**config.mk**
```make
export PLATFORM = sky130hd
export DESIGN_NAME = snn_step_scheduler
export DESIGN_NICKNAME = d
export VERILOG_FILES = /design/src/rtl/snn_step_scheduler.sv
export SDC_FILE = /design/constraint.sdc
export NUM_CORES = 1
export LEC_CHECK = 0
export ABC_AREA = 1
export BUFFER_PORTS_ARGS = -buffer_cell sky130_fd_sc_hd__buf_2
export CAP_MARGIN = 20
export CORE_UTILIZATION = 45
export CTS_BUF_LIST = sky130_fd_sc_hd__clkbuf_8
export DETAILED_ROUTE_END_ITERATION = 7
export PLACE_DENSITY = 0.69
export SLEW_MARGIN = 20
export SYNTH_ARGS = -nofsm -noshare
export SYNTH_HDL_FRONTEND = slang
export SYNTH_SLANG_ARGS = --single-unit
```
**constraint.sdc**
```tcl
create_clock -name aclk -period 1.7 [get_ports aclk]
set_input_delay 0.085 -clock aclk [delete_from_list [all_inputs] [get_ports aclk]]
set_output_delay 0.085 -clock aclk [all_outputs]
set_load 0.1 [all_outputs]
```
**src/rtl/snn_step_scheduler.sv**
```systemverilog
// Run sequencer for the SNN neuron block array.
// Walks TS time steps, dispatching blocks 0..T-1 one at a time per step.
module snn_step_scheduler #(
  parameter int N  = 2,
  parameter int T  = 2,
  parameter int TA = ($clog2(T) > 0) ? $clog2(T) : 1,
  parameter int TS = 5,
  parameter int SW = ($clog2(TS) > 0) ? $clog2(TS) : 1
) (
  input  logic          aclk,
  input  logic          aresetn,
  input  logic          start,
  input  logic          abort,
  output logic          cfg_load,
  output logic          blk_go,
  output logic [TA-1:0] blk_sel,
  output logic [SW-1:0] step_idx,
  input  logic [T-1:0]  blk_done,
  output logic          step_tick,
  output logic          busy,
  output logic          done,
  output logic          aborted,
  output logic          err_unexp
);

  typedef enum logic [2:0] {
    S_IDLE,
    S_CFG,
    S_DISPATCH,
    S_WAIT,
    S_FIN
  } state_t;

  localparam logic [TA-1:0] LAST_BLK  = TA'(T - 1);
  localparam logic [SW-1:0] LAST_STEP = SW'(TS - 1);
  // A block array with no neurons has nothing to run.
  localparam bit            N_OK      = (N > 0);

  state_t       state;
  logic [T-1:0] sel_mask;
  logic         hit;
  logic         stray;
  logic         take_start;

  always_comb begin
    sel_mask   = T'(1) << blk_sel;
    hit        = |(blk_done & sel_mask);
    stray      = 1'b0;
    take_start = (state == S_IDLE) && start && N_OK;
    if (state == S_WAIT) begin
      stray = |(blk_done & ~sel_mask);
    end else begin
      stray = |blk_done;
    end
  end

  always_ff @(posedge aclk or negedge aresetn) begin
    if (!aresetn) begin
      state     <= S_IDLE;
      blk_sel   <= '0;
      step_idx  <= '0;
      cfg_load  <= 1'b0;
      blk_go    <= 1'b0;
      step_tick <= 1'b0;
      busy      <= 1'b0;
      done      <= 1'b0;
      aborted   <= 1'b0;
      err_unexp <= 1'b0;
    end else begin
      cfg_load  <= 1'b0;
      blk_go    <= 1'b0;
      step_tick <= 1'b0;
      done      <= 1'b0;
      aborted   <= 1'b0;
      if (take_start) begin
        err_unexp <= 1'b0;
      end
      if (stray) begin
        err_unexp <= 1'b1;
      end
      if (abort && (state != S_IDLE)) begin
        state    <= S_IDLE;
        blk_sel  <= '0;
        step_idx <= '0;
        busy     <= 1'b0;
        aborted  <= 1'b1;
      end else begin
        unique case (state)
          S_IDLE: begin
            if (take_start) begin
              state    <= S_CFG;
              cfg_load <= 1'b1;
              busy     <= 1'b1;
              blk_sel  <= '0;
              step_idx <= '0;
            end
          end
          S_CFG: begin
            state  <= S_DISPATCH;
            blk_go <= 1'b1;
          end
          S_DISPATCH: begin
            state <= S_WAIT;
          end
          S_WAIT: begin
            if (hit) begin
              if (blk_sel != LAST_BLK) begin
                blk_sel <= blk_sel + TA'(1);
                state   <= S_DISPATCH;
                blk_go  <= 1'b1;
              end else if (step_idx != LAST_STEP) begin
                step_idx  <= step_idx + SW'(1);
                blk_sel   <= '0;
                step_tick <= 1'b1;
                state     <= S_DISPATCH;
                blk_go    <= 1'b1;
              end else begin
                state <= S_FIN;
                done  <= 1'b1;
              end
            end
          end
          S_FIN: begin
            state    <= S_IDLE;
            busy     <= 1'b0;
            blk_sel  <= '0;
            step_idx <= '0;
          end
          default: begin
            state <= S_IDLE;
          end
        endcase
      end
    end
  end

endmodule

```
== Word-level counts from Yosys, hierarchy flattened ==
Cells that the tools add are included.

* Bits in registers: 14

* Add/sub/neg operators: 2
* Equal/unequal tests: 9
* Shift operators: 1
* Mux-type cells: 40
* Bitwise operators: 3
* Reduce and logical (&&, ||, !) cells: 14

{| class="wikitable"
|+ Operators by type and width
! kind !! count
|-
| two-way mux 3 bit || 10
|-
| two-way mux 1 bit || 25
|-
| case mux 3 bit (4 select lines) || 1
|-
| != test 3 x 2 -> 1 bit (second input constant) || 3
|-
| case mux 3 bit (3 select lines) || 1
|-
| == test 3 x 2 -> 1 bit (second input constant) || 2
|-
| nonzero test 3 bit || 2
|-
| OR reduction 2 bit || 3
|-
| AND reduction 5 bit || 1
|-
| AND 2 bit || 2
|-
| case mux 1 bit (2 select lines) || 2
|-
| AND reduction 2 bit || 2
|-
| nonzero test 4 bit || 1
|-
| adder 3 x 1 -> 3 bit (second input constant) || 1
|-
| == test 3 x 1 -> 1 bit (second input constant) || 1
|-
| == test 3 bit (second input constant) || 1
|-
| zero test 3 bit || 1
|-
| != test 3 x 1 -> 1 bit (second input constant) || 1
|-
| != test 3 bit (second input constant) || 1
|-
| case mux 1 bit (3 select lines) || 1
|-
| AND reduction 3 bit || 1
|-
| logical AND 1 bit || 2
|-
| NOT 2 bit || 1
|-
| nonzero test 2 bit || 1
|-
| 2 further kinds || 2
|}

== Depth between registers and ports, before layout ==
* Word-level depth: 6
* Gate-level depth with buffers: 8

== Worst setup path before layout ==
No wires, ideal clock.

* Path type: flip-flop to flip-flop
* From: reg step_idx[0]
* To: reg step_idx[2]
* Arrival: 1.811 ns
* Setup slack: -0.234 ns
* Stages on the path, launching flop included: 9
* Cell sequence: dfrtp_1 inv_1 ha_1 nand2_1 nand2_1 nand2_1 nand3_2 nand2_1 nand2_1

* Word-level cells in the longest chain between the ends: 6
* Elaborated cells on any way between the ends: 9
* Those cells by class: 1 x add/sub; 2 x eq/ne; 5 x mux; 1 x reduce/logical

{| class="wikitable"
|+ RTL lines
! element !! RTL line !! source
|-
| start, declared || 17 || <nowiki>output logic [SW-1:0] step_idx,</nowiki>
|-
| start signal, assigned || 112 || <nowiki>step_idx <= step_idx + SW'(1);</nowiki>
|-
| adder 3 x 1 -> 3 bit || 112 ||
|-
| two-way mux 3 bit || 111 || <nowiki>end else if (step_idx != LAST_STEP) begin</nowiki>
|-
| two-way mux 3 bit || 107 || <nowiki>if (blk_sel != LAST_BLK) begin</nowiki>
|-
| two-way mux 3 bit || 106 || <nowiki>if (hit) begin</nowiki>
|-
| case mux 3 bit (3 select lines) || 88 || <nowiki>unique case (state)</nowiki>
|-
| two-way mux 3 bit || 81 || <nowiki>if (abort && (state != S_IDLE)) begin</nowiki>
|}

Several ways; a longest one is shown, not always the timed one. The select of a mux whose other input is x is not followed.
A chain may end at the register's enable or synchronous reset.

== Final worst setup path ==
* From: reg state[1]
* To: reg step_idx[1]

* Word-level cells in the longest chain between the ends: 4
* Elaborated cells on any way between the ends: 14
* Those cells by class: 6 x eq/ne; 2 x mux; 6 x reduce/logical

{| class="wikitable"
|+ RTL lines
! element !! RTL line !! source
|-
| start, declared || 39 || <nowiki>state_t state;</nowiki>
|-
| start signal, assigned || 59 || <nowiki>state <= S_IDLE;</nowiki>
|-
| start signal, assigned || 82 || <nowiki>state <= S_IDLE;</nowiki>
|-
| start signal, assigned || 91 || <nowiki>state <= S_CFG;</nowiki>
|-
| nonzero test 3 bit or zero test 3 bit (tied branches) || 81, 49, 88 ||
|-
| logical AND 1 bit, on equally long branches || 81, 49 ||
|-
| != test 3 x 1 -> 1 bit (no line), or another cell as far along || -- ||
|-
| AND reduction 5 bit (no line) || -- ||
|}

Several ways; a longest one is shown, not always the timed one.

==> Flow_metrics.wiki <==
{| class="wikitable"
! Metric !! Value
|-
| FF/Latch Area || 354 µm²
|-
| Overall global routing resource usage || 19.3%
|-
| Warning count from the yosys run || 0
|-
| Clock Sinks || 14
|-
| Accumulated negative setup slack || 0 ns
|-
| Filler cells || 135
|-
| Slew at the pin closest to its max-slew limit || 0.488 ns
|-
| Met3 wirelength from detailed routing || 45 µm
|-
| Highest fanout seen on the critical path || 6
|-
| Post-synth top area share || 48.1%
|-
| Clock Skews || 0.000348 ns
|-
| Top metal layer carrying routed signals || met4
|-
| Count of buffers inserted at the top-level ports || 16
|-
| R2R depth || 6
|-
| Outcome || finished, final reports clean
|-
| Die span in y || 42.2 µm
|-
| Mean instance size in the synthesized netlist || 8.57 µm²
|-
| Start of the worst register-to-register path || state[1]$_DFFE_PN0P_
|-
| Number of diodes || 0
|-
| Post-route antenna net violation count || 0
|-
| Most common cell after layout, fill and taps aside || nand2_1
|-
| Fraction of the yosys area taken by sequential cells || 48.1%
|-
| Fmax achieved || 748 MHz
|-
| Synth-to-layout area growth || 23.2%
|-
| Post-synthesis sequential element count || 14
|-
| Max-cap violations || 0
|-
| Standard-cell row count || 14
|-
| Clock latency of the later-clocked register in the worst-skew pair || 0.24 ns
|-
| Vias in the first global route || 597
|-
| Met1 Routed Length || 684 µm
|-
| Antenna violations before repair || 0
|-
| Top-level port count || 17
|-
| Top cells by area, synth || dfrtp_1 (48%), nand2_1 (11%), nand3_1 (4.8%)
|-
| Number of nets in the synthesized netlist || 93
|-
| H-tree depth reported by CTS || 1
|-
| Average wire per cell in the routed design || 11.4 µm
|-
| Ratio of total power to cell area || 1800 nW/µm²
|-
| Starting DRC count in detailed routing || 4
|-
| Synth area leader || dfrtp_1
|-
| Layout Nets || 115
|-
| Total Power Consumption || 1620 µW
|-
| TritonCTS Buffers || 3
|-
| Class of the most critical setup path || flop to flop
|-
| Data required time at the worst endpoint || 1.83 ns
|-
| Multi-input combinational cell area || 337 µm²
|-
| Number of instances resized during post-cts repair || 0
|-
| Worst R2R Setup Slack || 0.36 ns
|-
| Final cell utilization of the core || 59.6%
|-
| Data arrival time of the critical path || 1.47 ns
|-
| Critical hold path startpoint || blk_done[1]
|-
| Area of the die || 1780 µm²
|-
| HPWL after DPL || 1050 µm
|-
| DRC violation count after routing || 0
|-
| Detailed-routed wire length on met2 || 643 µm
|-
| Final Hold Fails || 0
|-
| RSZ-0062 raised after global routing || false
|-
| GRT Residual Overflow || 0
|-
| Final cycle utilization of the critical path || 78.6%
|-
| TritonCTS clock tree || done
|-
| Wire length of the first global-routing pass || 2550 µm
|-
| Iteration count of the initial detailed-routing pass || 4
|-
| Root buffer selected by CTS || clkbuf_8
|-
| Highest ir drop seen on vdd || 1.32 mV
|-
| Starting utilization of the core area || 48.3%
|-
| Source of the critical timing path || state[1]$_DFFE_PN0P_
|-
| Clk pin slew, worst setup/hold paths || 0.06 ns
|-
| Library cells used by synthesis || 19
|-
| Post-CTS Hold Fix Bufs || 1
|-
| Capture point of the worst path || step_idx[1]$_DFFE_PN0P_
|-
| Fraction of layout cells with a size suffix above 1 || 34.0%
|-
| Largest net degree at the start of global routing || 15
|-
| Worst flop-to-flop path endpoint || step_idx[1]$_DFFE_PN0P_
|-
| Area of the placeable core || 1510 µm²
|-
| Hold/Removal Path Class || primary input to flop
|-
| Highest-count cells in the layout ignoring fill and taps || nand2_1 (21), buf_2 (16), dfrtp_1 (11)
|-
| Number of setup buffers added after CTS || 0
|-
| Total standard cell area after synthesis || 728 µm²
|-
| Final wirelength || 1390 µm
|-
| Leakage component of the power || 0.000470 µW
|-
| DIE WIDTH || 42.2 µm
|-
| Element type at the critical path end || flop
|-
| Via-per-instance ratio || 4.94
|-
| Final count of negative-setup-slack endpoints || 0
|-
| Normalized max-slew margin || 67.7%
|-
| CTS Buffer Depth || 2
|-
| Number of slew-limit violations in the final report || 0
|-
| Weighted congestion at the end of routability-driven global placement || 0.892
|-
| DR vias || 603
|-
| Startpoint class of the critical path || flop
|-
| Post-route minimum period || 1.34 ns
|-
| Syn Inst Count || 85
|}
## critical path, cell delays in order, from the launching register on
cell	delay, ns
dfrtp_1	0.45
o21ai_0	0.33
nor2_2	0.11
nor2_8	0.13
nand3_2	0.09
nand2_1	0.07
nand2_1	0.05
## worst min-delay path by stage
stage                             to  depth (start not counted)
4_1_cts        err_unexp$_DFFE_PN0P_                          3
3_5_place_dp        blk_go$_DFF_PN0_                          1
6_report       err_unexp$_DFFE_PN0P_                          3
3_3_place_gp   err_unexp$_DFFE_PN0P_                          1
2_1_floorplan      aborted$_DFF_PN0_                          0
5_1_grt        err_unexp$_DFFE_PN0P_                          3
## state kept, by name, summed over array words and instances (netlist names)
name,flops
aborted,1
blk_go,1
blk_sel,1
busy,1
cfg_load,1
done,1
err_unexp,1
state,3
step_idx,3
step_tick,1
## stage by stage
stage,std cells,area (µm²),setup WS [ns],hold WS (ns)
finish,122,897,0.364,0.0873
global route,122,897,0.201,0.114
CTS,122,897,0.347,0.0907
detailed placement,117,832,0.359,-0.00426
global placement,117,832,0.396,-0.00843
floorplan,85,732,0.0760,-0.211
## cells in the mapped netlist
library cell and count:
o21ai_1 4, nor4_1 2, ha_1 2, xnor2_1 1
nand3_1 7, nor3_1 1, o21ai_0 3, nor2_2 2
dfrtp_1 14, nand4_1 3, nor2_1 5, nor2_4 2
nand2_1 21, inv_2 3, a21oi_1 1, nand2_2 3
inv_1 8, nand3_2 2, nor2_8 1
## metal layers
metal	global-route usage (%)	up-vias
met5	0	-
met4	9.38	0
met3	4.31	4
met2	28.6	12
met1	26.6	268
li1	-	319
## cell type report
class                      count  area share (%)
sequential                    14            39.5
clock buffer                   4            6.14
tap                           16            2.23
inverter                      11            4.60
multi-input combinational     60            37.5
timing repair buffer          17            10.0
## kinds of logic after synthesis
group	synth area share (%)
adders and majority gates	3.44
AOI/OAI and AO/OA	5.50
xor gates and xnor gates	1.20
and+or+nand+nor	36.1
DFF	48.1
buffers and inverters	5.67
## where the power goes
group / switching (µW) / internal (µW)
Sequential: 69.0 / 408
Combinational: 649 / 171
Clock: 117 / 205
(Power assumes the default switching activity.)
